===== config.mk =====
export PLATFORM = sky130hd
export DESIGN_NAME = pipeline_stall_ctrl_flat
export DESIGN_NICKNAME = d
export VERILOG_FILES = /design/src/rtl/pipeline_stall_ctrl_if.sv /design/src/rtl/pipeline_stall_ctrl.sv /design/src/flat_wrapper.sv
export SDC_FILE = /design/constraint.sdc
export NUM_CORES = 1
export LEC_CHECK = 0
export ABC_AREA = 1
export CORE_MARGIN = 2
export CORE_UTILIZATION = 30
export CTS_CLUSTER_DIAMETER = 120
export DETAILED_ROUTE_END_ITERATION = 10
export DONT_BUFFER_PORTS = 1
export PLACE_DENSITY = 0.54
export SLEW_MARGIN = 20
export SYNTH_ARGS = -nofsm -noshare
export SYNTH_HDL_FRONTEND = slang
export SYNTH_SLANG_ARGS = --single-unit

===== constraint.sdc =====
create_clock -name clk -period 1.4 [get_ports clk]
set_input_delay 0.28 -clock clk [delete_from_list [all_inputs] [get_ports clk]]
set_output_delay 0.28 -clock clk [all_outputs]
set_load 0.01 [all_outputs]

===== src/rtl/pipeline_stall_ctrl_if.sv =====
// Bundle of stall/flush requests, fetch/decode inputs and the registered
// pipeline state exported by pipeline_stall_ctrl.
// Handshake: there is no valid/ready pair here; stall and flush are level
// requests sampled on every rising clk edge, and every output is a flop.
interface pipeline_stall_ctrl_if #(
    parameter int PC_W    = 8,
    parameter int INSTR_W = 8
);
    logic               stall;
    logic               flush;
    logic [PC_W-1:0]    flush_target;
    logic [INSTR_W-1:0] imem_instr;
    logic               id_mem_read;
    logic               id_reg_write;
    logic [1:0]         id_dest_reg;
    logic [1:0]         id_src_reg1;
    logic [1:0]         id_src_reg2;

    logic [PC_W-1:0]    pc;
    logic               ifid_valid;
    logic [INSTR_W-1:0] ifid_instr;
    logic [PC_W-1:0]    ifid_pc;
    logic               ex_valid;
    logic               ex_mem_read;
    logic               ex_reg_write;
    logic [1:0]         ex_dest_reg;
    logic [1:0]         ex_src_reg1;
    logic [1:0]         ex_src_reg2;
    logic [7:0]         bubble_count;
    logic               protocol_err;

    // Environment side: hazard unit, branch unit, instruction memory, decoder.
    modport master (
        output stall, flush, flush_target, imem_instr,
        output id_mem_read, id_reg_write, id_dest_reg, id_src_reg1, id_src_reg2,
        input  pc, ifid_valid, ifid_instr, ifid_pc,
        input  ex_valid, ex_mem_read, ex_reg_write, ex_dest_reg, ex_src_reg1, ex_src_reg2,
        input  bubble_count, protocol_err
    );

    // Controller side.
    modport slave (
        input  stall, flush, flush_target, imem_instr,
        input  id_mem_read, id_reg_write, id_dest_reg, id_src_reg1, id_src_reg2,
        output pc, ifid_valid, ifid_instr, ifid_pc,
        output ex_valid, ex_mem_read, ex_reg_write, ex_dest_reg, ex_src_reg1, ex_src_reg2,
        output bubble_count, protocol_err
    );
endinterface


===== src/rtl/pipeline_stall_ctrl.sv =====
// Front-end pipeline control: owns the PC, the IF/ID and ID/EX registers,
// inserts bubbles on load-use stalls, squashes on flush, counts stall
// bubbles and flags stalls that have no load sitting in EX.
module pipeline_stall_ctrl #(
    parameter int PC_W    = 8,
    parameter int INSTR_W = 8
) (
    input logic                clk,
    input logic                rst,
    pipeline_stall_ctrl_if.slave bus
);
    logic [PC_W-1:0]    pc_q,           pc_d;
    logic               ifid_valid_q,   ifid_valid_d;
    logic [INSTR_W-1:0] ifid_instr_q,   ifid_instr_d;
    logic [PC_W-1:0]    ifid_pc_q,      ifid_pc_d;
    logic               ex_valid_q,     ex_valid_d;
    logic               ex_mem_read_q,  ex_mem_read_d;
    logic               ex_reg_write_q, ex_reg_write_d;
    logic [1:0]         ex_dest_reg_q,  ex_dest_reg_d;
    logic [1:0]         ex_src_reg1_q,  ex_src_reg1_d;
    logic [1:0]         ex_src_reg2_q,  ex_src_reg2_d;
    logic [7:0]         bubble_count_q, bubble_count_d;
    logic               protocol_err_q, protocol_err_d;

    // Next-state: flush beats stall; both bubble ID/EX, only stall holds IF.
    always_comb begin
        pc_d           = pc_q;
        ifid_valid_d   = ifid_valid_q;
        ifid_instr_d   = ifid_instr_q;
        ifid_pc_d      = ifid_pc_q;
        ex_valid_d     = 1'b0;
        ex_mem_read_d  = 1'b0;
        ex_reg_write_d = 1'b0;
        ex_dest_reg_d  = 2'd0;
        ex_src_reg1_d  = 2'd0;
        ex_src_reg2_d  = 2'd0;
        bubble_count_d = bubble_count_q;
        protocol_err_d = protocol_err_q;

        if (bus.flush) begin
            pc_d         = bus.flush_target;
            ifid_valid_d = 1'b0;
            ifid_instr_d = '0;
            ifid_pc_d    = '0;
        end else if (bus.stall) begin
            if (bubble_count_q != 8'hFF) begin
                bubble_count_d = bubble_count_q + 8'd1;
            end
            // A legal load-use stall only happens while the load sits in EX.
            if (!ex_mem_read_q) begin
                protocol_err_d = 1'b1;
            end
        end else begin
            pc_d         = pc_q + 1'b1;
            ifid_valid_d = 1'b1;
            ifid_instr_d = bus.imem_instr;
            ifid_pc_d    = pc_q;
            if (ifid_valid_q) begin
                ex_valid_d     = 1'b1;
                ex_mem_read_d  = bus.id_mem_read;
                ex_reg_write_d = bus.id_reg_write;
                ex_dest_reg_d  = bus.id_dest_reg;
                ex_src_reg1_d  = bus.id_src_reg1;
                ex_src_reg2_d  = bus.id_src_reg2;
            end
        end
    end

    // State registers, cleared asynchronously so reset wins mid-operation.
    always_ff @(posedge clk or posedge rst) begin
        if (rst) begin
            pc_q           <= '0;
            ifid_valid_q   <= 1'b0;
            ifid_instr_q   <= '0;
            ifid_pc_q      <= '0;
            ex_valid_q     <= 1'b0;
            ex_mem_read_q  <= 1'b0;
            ex_reg_write_q <= 1'b0;
            ex_dest_reg_q  <= 2'd0;
            ex_src_reg1_q  <= 2'd0;
            ex_src_reg2_q  <= 2'd0;
            bubble_count_q <= 8'd0;
            protocol_err_q <= 1'b0;
        end else begin
            pc_q           <= pc_d;
            ifid_valid_q   <= ifid_valid_d;
            ifid_instr_q   <= ifid_instr_d;
            ifid_pc_q      <= ifid_pc_d;
            ex_valid_q     <= ex_valid_d;
            ex_mem_read_q  <= ex_mem_read_d;
            ex_reg_write_q <= ex_reg_write_d;
            ex_dest_reg_q  <= ex_dest_reg_d;
            ex_src_reg1_q  <= ex_src_reg1_d;
            ex_src_reg2_q  <= ex_src_reg2_d;
            bubble_count_q <= bubble_count_d;
            protocol_err_q <= protocol_err_d;
        end
    end

    assign bus.pc           = pc_q;
    assign bus.ifid_valid   = ifid_valid_q;
    assign bus.ifid_instr   = ifid_instr_q;
    assign bus.ifid_pc      = ifid_pc_q;
    assign bus.ex_valid     = ex_valid_q;
    assign bus.ex_mem_read  = ex_mem_read_q;
    assign bus.ex_reg_write = ex_reg_write_q;
    assign bus.ex_dest_reg  = ex_dest_reg_q;
    assign bus.ex_src_reg1  = ex_src_reg1_q;
    assign bus.ex_src_reg2  = ex_src_reg2_q;
    assign bus.bubble_count = bubble_count_q;
    assign bus.protocol_err = protocol_err_q;
endmodule


===== src/flat_wrapper.sv =====
// flat-port wrapper written by rule: the top's interface ports become plain ports
module pipeline_stall_ctrl_flat 
#(
    parameter int PC_W    = 8,
    parameter int INSTR_W = 8
)
  (clk, rst, bus_stall, bus_flush, bus_flush_target, bus_imem_instr, bus_id_mem_read, bus_id_reg_write, bus_id_dest_reg, bus_id_src_reg1, bus_id_src_reg2, bus_pc, bus_ifid_valid, bus_ifid_instr, bus_ifid_pc, bus_ex_valid, bus_ex_mem_read, bus_ex_reg_write, bus_ex_dest_reg, bus_ex_src_reg1, bus_ex_src_reg2, bus_bubble_count, bus_protocol_err);
  pipeline_stall_ctrl_if #(.PC_W(PC_W), .INSTR_W(INSTR_W)) bus_i ();
  input logic clk;
  input logic rst;
  input wire logic [$bits(bus_i.stall)-1:0] bus_stall;
  input wire logic [$bits(bus_i.flush)-1:0] bus_flush;
  input wire logic [$bits(bus_i.flush_target)-1:0] bus_flush_target;
  input wire logic [$bits(bus_i.imem_instr)-1:0] bus_imem_instr;
  input wire logic [$bits(bus_i.id_mem_read)-1:0] bus_id_mem_read;
  input wire logic [$bits(bus_i.id_reg_write)-1:0] bus_id_reg_write;
  input wire logic [$bits(bus_i.id_dest_reg)-1:0] bus_id_dest_reg;
  input wire logic [$bits(bus_i.id_src_reg1)-1:0] bus_id_src_reg1;
  input wire logic [$bits(bus_i.id_src_reg2)-1:0] bus_id_src_reg2;
  output wire logic [$bits(bus_i.pc)-1:0] bus_pc;
  output wire logic [$bits(bus_i.ifid_valid)-1:0] bus_ifid_valid;
  output wire logic [$bits(bus_i.ifid_instr)-1:0] bus_ifid_instr;
  output wire logic [$bits(bus_i.ifid_pc)-1:0] bus_ifid_pc;
  output wire logic [$bits(bus_i.ex_valid)-1:0] bus_ex_valid;
  output wire logic [$bits(bus_i.ex_mem_read)-1:0] bus_ex_mem_read;
  output wire logic [$bits(bus_i.ex_reg_write)-1:0] bus_ex_reg_write;
  output wire logic [$bits(bus_i.ex_dest_reg)-1:0] bus_ex_dest_reg;
  output wire logic [$bits(bus_i.ex_src_reg1)-1:0] bus_ex_src_reg1;
  output wire logic [$bits(bus_i.ex_src_reg2)-1:0] bus_ex_src_reg2;
  output wire logic [$bits(bus_i.bubble_count)-1:0] bus_bubble_count;
  output wire logic [$bits(bus_i.protocol_err)-1:0] bus_protocol_err;
  assign bus_i.stall = bus_stall;
  assign bus_i.flush = bus_flush;
  assign bus_i.flush_target = bus_flush_target;
  assign bus_i.imem_instr = bus_imem_instr;
  assign bus_i.id_mem_read = bus_id_mem_read;
  assign bus_i.id_reg_write = bus_id_reg_write;
  assign bus_i.id_dest_reg = bus_id_dest_reg;
  assign bus_i.id_src_reg1 = bus_id_src_reg1;
  assign bus_i.id_src_reg2 = bus_id_src_reg2;
  assign bus_pc = bus_i.pc;
  assign bus_ifid_valid = bus_i.ifid_valid;
  assign bus_ifid_instr = bus_i.ifid_instr;
  assign bus_ifid_pc = bus_i.ifid_pc;
  assign bus_ex_valid = bus_i.ex_valid;
  assign bus_ex_mem_read = bus_i.ex_mem_read;
  assign bus_ex_reg_write = bus_i.ex_reg_write;
  assign bus_ex_dest_reg = bus_i.ex_dest_reg;
  assign bus_ex_src_reg1 = bus_i.ex_src_reg1;
  assign bus_ex_src_reg2 = bus_i.ex_src_reg2;
  assign bus_bubble_count = bus_i.bubble_count;
  assign bus_protocol_err = bus_i.protocol_err;
  pipeline_stall_ctrl #(.PC_W(PC_W), .INSTR_W(INSTR_W)) u_core (.clk(clk), .rst(rst), .bus(bus_i));
endmodule

After elaboration in Yosys (flattened, before gate mapping)
Cells that the tools add are included.

Bits in registers: 43. Input bits: 28. Output and inout port bits: 43. Logic and storage cells: 46.

Add/sub/neg operators: 2. Eq/ne operators: 2. Multiplexer cells: 26. Bitwise gates (word level): 2. Reductions and logical operators: 2.

Operators with widths (number): $mux W8 (6); $mux W2 (9); $add A8 B1 Y8 const B (2); $mux W1 (11); $ne A8 B8 Y1 const B (1); $reduce_and A3 Y1 (2); $ne A2 B1 Y1 const B (1); $not A1 Y1 (2).

Depth between registers and ports, before layout
Gate-level depths: netlist of run 1.

Depth in word-level cells: 3. Gate-level depth with buffers: 8. Mapped depth without buffers: 8.

Worst setup path before layout of run 1
No wires, ideal clock.

Path type: flip-flop to flip-flop. Start: register u_core.bubble_count_q[1] (netlist: u_core.bus.bubble_count[1]). End: register u_core.bubble_count_q[7] (netlist: u_core.bus.bubble_count[7]). Library setup time: 116 ps. Data arrival time: 1222 ps. Required time: 1284 ps. Path slack: 62 ps. Cell stages (with the launch flop): 9. Buffers on the path: 0. Period minus slack after synthesis: 1338 ps. Cells stage by stage: dfrtp_1 ha_1 nand2_1 nor2_1 nand3_1 nand2_4 inv_2 nand2_1 nand2_1.

Longest elaborated chain between the ends: 2. Elaborated cells on any way between the ends: 3. Classes of those cells: add/sub (1); eq/ne (1); reduce/logical (1).

Ends and longest elaborated chain: start, declared (line pipeline_stall_ctrl.sv:22) `logic [7:0] bubble_count_q, bubble_count_d;`; start signal, assigned (line pipeline_stall_ctrl.sv:95) `bubble_count_q <= bubble_count_d;`; parallel branches: the longest is 2 deep, another holds $add A8 B1 Y8.

Several ways; the timed one is not identified. A chain may end at the register's enable or synchronous reset.

Worst setup path after layout of run 1
Start: register u_core.bubble_count_q[0] (netlist: u_core.bus.bubble_count[0]). End: register u_core.bubble_count_q[4] (netlist: u_core.bus.bubble_count[4]).

The elaborated chain is that of the path after synthesis.

==> qor.txt, run 1 <==
RSZ-0062 raised after global routing: no
Peak Freq: 0.756 GHz
Synth top area share: 0.563
CP max FO: 8
FP Rows: 29
Critical Path End Type: flop
Starting Density: 0.306
share of layout cells above drive strength 1: 0.167
MaxCap Viol Count: 0
GP Congestion: 0.780
result of the run: finished clean
port buffer count: 0
r2r worst-path depth: 8
end of the critical path: u_core.bus.bubble_count[4]
worst-margin pin slew: 0.326 ns
crit share post-route: 0.944
largest area contributor in the netlist: dfrtp_1
CTS Buf Count: 5
# DRC: 0
Mapped Cells: 211
dominant cells by area after synthesis: dfrtp_1 (56%), nand2_1 (11%), inv_1 (5.3%)
FILL cells: 658
die area: 7020 sq um
most frequent cell after synthesis: nand2_1
# diodes: 0
WP data required: 1.59 ns
DP Worst Slack: -0.0205 ns
Rel. slew slack: 0.781
Crit path arrival time: 1.51 ns
number of global-route vias before repair: 1467
total core area: 6240 sq um
total power: 3.10 mW
1st-iter DRT viols: 32
Reg2Reg Launch Point: u_core.bus.bubble_count[0]
GRT Residual Overflow: 0
asr flop ratio synth: 1.00
startpoint types: flop
Clock Skew: 0.00546 ns
DR pass1 iterations: 4
GRT Resource Usage Total: 0.135
fin nets: 263
Clock Tree Buf Depth: 2
DP Wirelength: 3290 microns
HP Class: primary input to flop
Die Span Y: 83.8 microns
Synth Flop Type: dfrtp_1
Via density: 4.72
Syn Area/Cell: 9.05 sq um
Pwr Density: 1370 nW/um^2
RR Endpoint: u_core.bus.bubble_count[4]
routed wire length per instance: 14.3 microns
final hold violations: 0
first-pass GRT wire length: 7470 microns
P&R area growth vs syn: 18.1%
Synth warnings: 0
Final ANT Viol Nets: 0
Clock Latency Late Sink: 0.29 ns
Leakage: 1.15 nW
sequential element share of the synthesized area: 0.563
worst setup path category: flop to flop
R2R Setup Slk: 0.08 ns
TritonCTS clock tree: built
CTS sink count: 43
CTS clk-pin slew, worst paths: 0.08 ns
Syn Nets: 241
setup ws final: 0.0778 ns
end-of-flow core utilization: 0.361
Final Setup Violations: 0
Tmin final: 1.32 ns
Mapped Area: 1910 sq um
Final Slew Violations: 0
Seq cells post-synth: 43
Post-synth EDFFs: 0
# H-tree levels: 2
Synth cell types: 25
Final TNS setup: 0 ns
Final Cell Area: 2260 sq um
final hold slack: 0.0432 ns
largest net degree at the start of global routing: 31
crit path from: u_core.bus.bubble_count[0]
Post-synth top cells: nand2_1 (55), dfrtp_1 (43), inv_1 (27)
VDD IR-drop max: 775 uV
I/O Pins: 71
Post-Place Cells: 299
Placed Instance Area: 2100 sq um
die width: 83.8 microns
Clock Root Buffer: clkbuf_8
Layout Cells excl Fill: 311
initial antenna violation count: 0
DRT Wirelength: 4460 microns
Via Count: 1468
==> cells by family (layout without fill, tap and decap cells) <==
family                     after synthesis  count (layout)  synth area share
xor gates and xnor gates                 4               4            0.0183
AOI/OAI and AO/OA                       34              34             0.109
DFF                                     43              43             0.563
buffers and inverters                   36              59            0.0812
adders and majority gates                2               2            0.0131
and+or+nand+nor                         92              92             0.215
==> layout by cell type (no fill, tap or decap), types with 2 or more instances in the layout <==
cell | synthesis | final
a21oi_1 | 5 | 5
a22o_1 | 8 | 8
buf_4 | 1 | 17
clkbuf_8 | 0 | 7
dfrtp_1 | 43 | 42
inv_1 | 27 | 26
inv_2 | 4 | 4
nand2_1 | 55 | 54
nand3_1 | 8 | 7
nand4_1 | 2 | 2
nor2_1 | 20 | 19
nor2_8 | 2 | 2
nor3_1 | 3 | 3
o21ai_0 | 14 | 14
o21ai_1 | 2 | 2
o22ai_1 | 3 | 3
xor2_1 | 3 | 3
==> layout make-up <==
type / instances / area (sq um) / share of cell area
clock buffer: 8 / 100 / 0.0444
timing repair buffer: 19 / 158 / 0.0699
multi-input combinational: 132 / 702 / 0.311
sequential: 43 / 1080 / 0.478
tap: 77 / 96.3 / 0.0427
inverter: 32 / 123 / 0.0544
==> worst max-delay path: stages (launching register included) <==
cell and delay, ns:
dfrtp_2 0.46, ha_4 0.17, nand2_1 0.09, nor2_2 0.06, nand3_2 0.10, nand2_4 0.09, buf_4 0.15, nand2_1 0.05
nand2_1 0.05
==> worst min path at each step <==
| stage | cells past startpoint | endpoint | startpoint | slack [ns] |
|---|---|---|---|---|
| final | 1 | u_core.bus.ifid_valid | bus_flush | 0.04 |
| after global routing | 1 | u_core.bus.ifid_valid | bus_flush | 0.03 |
| after CTS | 1 | u_core.bus.ifid_valid | bus_flush | 0.03 |
| after detailed placement | 1 | u_core.bus.bubble_count[4] | rst | 0.15 |
| after global placement | 1 | u_core.bus.bubble_count[4] | rst | 0.15 |
| after floorplan | 1 | u_core.bus.ifid_valid | bus_stall | 0.37 |
==> power by group <==
part,switching (mW),leakage [nW],internal [mW]
Sequential,0.152,0.550,1.38
Combinational,0.385,0.545,0.320
Clock,0.412,0.0515,0.451
Total,0.949,1.15,2.15
==> layer usage <==
| metal | up-vias | track usage | share of wire |
|---|---|---|---|
| li1 | 715 | - | - |
| met1 | 700 | 0.176 | 0.45 |
| met2 | 46 | 0.214 | 0.46 |
| met3 | 7 | 0.0445 | 0.074 |
| met4 | 0 | 0.0440 | 0.015 |
| met5 | - | 0 | 0 |
==> timing repair <==
item,4_1_cts,5_1_grt
setup buffers,0,3
hold buffers,1,0
hold endpoints to repair,13,0
setup endpoints to repair,4,6
pin swaps,0,3
gates resized for setup,3,4
No activity file was read; power rests on OpenSTA's default activity.
==> inputs of run 2 (changes only) <==
==> constraint.sdc (replaced) <==
create_clock -name clk -period 1.5 [get_ports clk]
set_input_delay 0.3 -clock clk [delete_from_list [all_inputs] [get_ports clk]]
set_output_delay 0.3 -clock clk [all_outputs]
set_load 0.01 [all_outputs]
==> qor.txt, run 2 (synthesis results as in run 1) <==
result of the run: finished clean
CP cell instances: ha_2 -> nand2_1 -> nor2_2 -> nand3_2 -> nand2_4 -> inv_2 -> nand2_1 -> nand2_1
# DRC: 0 (unchanged)
I/O Pins: 71 (unchanged)
CTS sink count: 43 (unchanged)
TritonCTS clock tree: built
1st-iter DRT viols: 55 (+72%)
HP Class: primary input to flop
Crit path arrival time: 1.51 ns (about the same)
fin nets: 254 (-3.4%)
P&R area growth vs syn: 13.8%
final hold slack: 0.0614 ns (+0.0182 ns)
CP max FO: 8 (unchanged)
CP max-delay cell: dfrtp_2
RSZ-0062 raised after global routing: no
Sw Ratio: 0.310 (+0.00421)
Final TNS setup: 0 ns (unchanged)
worst setup path category: flop to flop
Layout Cells excl Fill: 302 (-2.9%)
Final Cell Area: 2170 sq um (-3.7%)
Clock Tree Buf Depth: 2 (unchanged)
Post-Place Cells: 293 (-2.0%)
FILL cells: 651 (-1.1%)
VDD IR-drop max: 680 uV (-12%)
end-of-flow core utilization: 0.348 (-0.0132)
crit share post-route: 0.877 (-0.0671)
Clock Skew: 0.00888 ns (+0.00342 ns)
number of global-route vias before repair: 1434 (-2.2%)
Clock Latency Late Sink: 0.30 ns (about the same)
Via Count: 1406 (-4.2%)
GRT Resource Usage Total: 0.134 (-0.00137)
die area: 7020 sq um (unchanged)
Pwr Density: 1280 nW/um^2 (-6.5%)
P_int: 1.93 mW (-11%)
setup ws final: 0.184 ns (+0.106 ns)
share of layout cells above drive strength 1: 0.129 (-0.0378)
total core area: 6240 sq um (unchanged)
DR pass1 iterations: 4 (unchanged)
Rel. slew slack: 0.790 (+0.00873)
largest net degree at the start of global routing: 44 (+42%)
most frequent cells in the layout: nand2_1 (55), dfrtp_1 (42), inv_1 (26)
Critical Path End Type: flop
DP Wirelength: 3240 microns (-1.5%)
critical path's top delay family: simple AND/OR/NAND/NOR gates
DP Worst Slack: 0.0858 ns (+0.106 ns)
Combinational Power Share: 0.185 (-0.042)
commonest non-fill, non-tap cell in the layout: nand2_1
worst path bufs/invs: 1 (unchanged)
startpoint types: flop
GRT Residual Overflow: 0 (unchanged)
Die Span Y: 83.8 microns (unchanged)
Peak Freq: 0.760 GHz (+0.47%)
# diodes: 0 (unchanged)
most frequent CP cell: nand2_1
port buffer count: 0 (unchanged)
switching pwr: 0.866 mW (-8.7%)
Final ANT Viol Nets: 0 (unchanged)
Clock Root Buffer: clkbuf_8
Via density: 4.66 (-1.4%)
routed wire length per instance: 14.7 microns (+2.6%)
Starting Density: 0.306 (unchanged)
Placed Instance Area: 2050 sq um (-2.1%)
Post-CTS Setup Bufs: 0 (unchanged)
first-pass GRT wire length: 7360 microns (-1.6%)
DRT Wirelength: 4440 microns (-0.40%)
Final Setup Violations: 0 (unchanged)
Leakage: 1.10 nW (-4.0%)
total power: 2.79 mW (-10%)
Tmin final: 1.32 ns (-0.00618 ns)
FP Rows: 29 (unchanged)
die width: 83.8 microns (unchanged)
initial antenna violation count: 0 (unchanged)
MaxCap Viol Count: 0 (unchanged)
worst-margin pin slew: 0.313 ns (-0.0130 ns)
crit-path max cell delay: 0.41 ns (-0.05 ns)
Final Slew Violations: 0 (unchanged)
WP data required: 1.69 ns (+0.10 ns)
Flop pwr share: 0.521 (+0.026)
CTS Buf Count: 5 (unchanged)
# H-tree levels: 2 (unchanged)
CTS clk-pin slew, worst paths: 0.08 ns (about the same)
final hold violations: 0 (unchanged)
Clk pwr share: 0.294 (+0.016)
GP Congestion: 0.742 (-4.8%)
## run 2: worst register-to-register path: cells and delay by family, from the launching register on
kind | cells | cell delay [ns]
and+or+nand+nor | 6 | 0.55
DFF | 1 | 0.41
buffers and inverters | 1 | 0.06
adders and majority gates | 1 | 0.19
## run 2: power by group through the flow
stage                     sequential (mW)  combinational (mW)  clock, mW
after floorplan                      1.48               0.320          0
after global placement               1.48               0.513          0
after detailed placement             1.48               0.514          0
after CTS                            1.46               0.521      0.856
after global routing                 1.48               0.594      0.897
final                                1.46               0.517      0.820
## run 2: timing repair
item / CTS / global route
hold endpoints to repair: 43 / 0
setup endpoints to repair: 0 / 6
hold buffers: 1 / 0
resized for setup: 0 / 4
## run 2: worst paths after layout
check	start	to	slack, ns	cells after the start
worst max-delay path	u_core.bus.bubble_count[0]	u_core.bus.bubble_count[7]	0.18	8
worst min-delay path	bus_flush	u_core.bus.ifid_valid	0.06	1
worst min register to register	u_core.bus.ex_mem_read	u_core.bus.protocol_err	0.53	1
min in group asynchronous	rst	u_core.bus.pc[7]	0.49	3
max in group asynchronous	rst	u_core.bus.bubble_count[0]	0.80	3
worst max register to register	u_core.bus.bubble_count[0]	u_core.bus.bubble_count[7]	0.18	8
## run 2: layout make-up
class | instances | area (sq um) | share of cell area
tap | 77 | 96.3 | 0.0443
inverter | 32 | 120 | 0.0553
timing repair buffer | 10 | 90.1 | 0.0415
clock buffer | 8 | 100 | 0.0461
sequential | 43 | 1080 | 0.496
multi-input combinational | 132 | 689 | 0.317
## run 2: metal layers
layer	share of wire	vias to the layer above	wire, microns	global-route usage
li1	-	697	-	-
met1	0.43	660	1900	0.159
met2	0.47	43	2080	0.216
met3	0.093	6	412	0.0673
met4	0.010	0	46	0.0352
met5	0	-	0	0
==> inputs of run 3 (changes only) <==
==> constraint.sdc (replaced) <==
create_clock -name clk -period 1.5 [get_ports clk]
set_input_delay 0.375 -clock clk [delete_from_list [all_inputs] [get_ports clk]]
set_output_delay 0.375 -clock clk [all_outputs]
set_load 0.01 [all_outputs]
==> qor.txt, run 3 (synthesis results as in run 1) <==
Clk pwr share: 0.295 (about the same)
final hold violations: 0 (unchanged)
GRT Residual Overflow: 0 (unchanged)
GRT Resource Usage Total: 0.138 (+0.00366)
r2r worst-path depth: 8 (unchanged)
TritonCTS clock tree: built
Final TNS setup: 0 ns (unchanged)
largest net degree at the start of global routing: 31 (-30%)
Leakage: 1.10 nW (+0.28%)
Crit path arrival time: 1.57 ns (+0.06 ns)
Peak Freq: 0.723 GHz (-4.8%)
setup ws final: 0.117 ns (-0.0665 ns)
port buffer count: 0 (unchanged)
# DRC: 0 (unchanged)
most frequent CP cell: nand2_1
result of the run: finished clean
P&R area growth vs syn: 13.6%
startpoint types: flop
R2R Setup Slk: 0.12 ns (-0.07 ns)
Pwr Density: 1280 nW/um^2 (-0.28%)
Via density: 4.68 (+0.57%)
VDD IR-drop max: 600 uV (-12%)
area of the multi-input gates: 687 sq um (-0.36%)
# diodes: 0 (unchanged)
fin nets: 254 (unchanged)
commonest non-fill, non-tap cell in the layout: nand2_1
worst path bufs/invs: 1 (unchanged)
share of layout cells above drive strength 1: 0.120 (-0.00889)
Rel. slew slack: 0.761 (-0.0286)
Clock Skew: 0.00523 ns (-0.00365 ns)
RR Endpoint: u_core.bus.bubble_count[7]
FP Rows: 29 (unchanged)
Clock Root Buffer: clkbuf_8
Combinational Power Share: 0.184 (about the same)
DP Worst Slack: 0.0716 ns (-0.0142 ns)
Reg2Reg Launch Point: u_core.bus.bubble_count[0]
DR pass1 iterations: 4 (unchanged)
most frequent cells in the layout: nand2_1 (55), dfrtp_1 (43), inv_1 (26)
crit path from: u_core.bus.bubble_count[0]
critical path's top delay family: simple AND/OR/NAND/NOR gates
1st-iter DRT viols: 53 (-3.6%)
Final Slew Violations: 0 (unchanged)
Via Count: 1414 (+0.57%)
MaxCap Viol Count: 0 (unchanged)
RSZ-0062 raised after global routing: no
worst-margin pin slew: 0.356 ns (+0.0425 ns)
Post-CTS Setup Bufs: 0 (unchanged)
number of global-route vias before repair: 1493 (+4.1%)
DP Wirelength: 3200 microns (-1.2%)
GP Congestion: 0.735 (-0.92%)
crit share post-route: 0.922 (+0.0444)
CTS Buf Count: 5 (unchanged)
Clock Latency Late Sink: 0.29 ns (about the same)
CTS clk-pin slew, worst paths: 0.08 ns (about the same)
Starting Density: 0.306 (unchanged)
Final ANT Viol Nets: 0 (unchanged)
P_int: 1.92 mW (-0.41%)
FILL cells: 656 (+0.77%)
Sw Ratio: 0.310 (about the same)
stages on the worst setup path: 8 (unchanged)
routed wire length per instance: 14.7 microns (+0.16%)
CP max FO: 8 (unchanged)
Final Setup Violations: 0 (unchanged)
WP data required: 1.69 ns (about the same)
die width: 83.8 microns (unchanged)
# H-tree levels: 2 (unchanged)
end-of-flow core utilization: 0.348 (-0.000602)
Flop pwr share: 0.521 (about the same)
CP cell instances: ha_1 -> nand2_1 -> nor2_2 -> nand3_2 -> nand2_4 -> inv_2 -> nand2_1 -> nand2_1
Tmin final: 1.38 ns (+0.0665 ns)
end of the critical path: u_core.bus.bubble_count[7]
Critical Path End Type: flop
Clock Tree Buf Depth: 2 (unchanged)
I/O Pins: 71 (unchanged)
first-pass GRT wire length: 7670 microns (+4.2%)
crit-path max cell delay: 0.43 ns (+0.02 ns)
DRT Wirelength: 4450 microns (+0.16%)
worst setup path category: flop to flop
initial antenna violation count: 0 (unchanged)
CTS sink count: 43 (unchanged)
register area: 1080 sq um (-0.12%)
CP max-delay cell: dfrtp_1
HP Class: primary input to flop
total core area: 6240 sq um (unchanged)
die area: 7020 sq um (unchanged)
switching pwr: 0.862 mW (-0.52%)
Die Span Y: 83.8 microns (unchanged)
[run 3: cell counts in the layout (fill, tap and decap cells not counted)]
No cell type changed its count.
[run 3: per-stage QoR]
| stage | instances | hold WS [ns] | instance area (sq um) | power (mW) |
|---|---|---|---|---|
| finish | 302 | 0.135 | 2170 | 2.78 |
| global placement | 293 | 0.241 | 2050 | 1.99 |
| detailed placement | 293 | 0.239 | 2050 | 1.99 |
| CTS | 302 | 0.125 | 2160 | 2.82 |
| floorplan | 211 | 0.466 | 1910 | 1.80 |
| global route | 302 | 0.118 | 2170 | 2.97 |
[run 3: layer usage]
layer / vias up / part of all wire / track usage
met2: 41 / 0.46 / 0.222
met1: 677 / 0.45 / 0.173
li1: 692 / - / -
met4: 0 / 0.0094 / 0.0352
met5: - / 0 / 0
met3: 4 / 0.078 / 0.0554
[run 3: worst min path at each step]
stage / end / depth (start not counted) / slack (ns) / from
2_1_floorplan: u_core.bus.ifid_valid / 1 / 0.47 / bus_stall
3_3_place_gp: u_core.bus.bubble_count[1] / 1 / 0.24 / rst
3_5_place_dp: u_core.bus.bubble_count[1] / 1 / 0.24 / rst
4_1_cts: u_core.bus.ifid_valid / 1 / 0.13 / bus_flush
5_1_grt: u_core.bus.ifid_valid / 1 / 0.12 / bus_flush
6_report: u_core.bus.ifid_valid / 1 / 0.14 / bus_flush
[run 3: final cells by class]
type                            instances  share of cell area
Clock buffer                            8              0.0461
Inverter                               32              0.0554
Multi-Input combinational cell        132               0.317
Sequential cell                        43               0.496
Tap cell                               77              0.0444
Timing Repair Buffer                   10              0.0415
[run 3: repair_timing]
action,4_1_cts,5_1_grt
endpoints found under the hold margin,13,0
setup endpoints to repair,0,6
gates resized for setup,0,2
hold buffers,1,0
[run 3: power by group through the flow]
stage / Sequential, mW / Clock, mW / Combinational, mW
5_1_grt: 1.47 / 0.902 / 0.596
3_3_place_gp: 1.48 / 0 / 0.514
6_report: 1.45 / 0.819 / 0.513
4_1_cts: 1.45 / 0.851 / 0.520
2_1_floorplan: 1.48 / 0 / 0.320
3_5_place_dp: 1.48 / 0 / 0.512
[run 3: worst register-to-register path, delay by kind of cell, from the launching register on]
family	cells	cell delay, ns
adders and majority gates	1	0.21
buffers and inverters	1	0.07
DFF	1	0.43
and+or+nand+nor	6	0.57
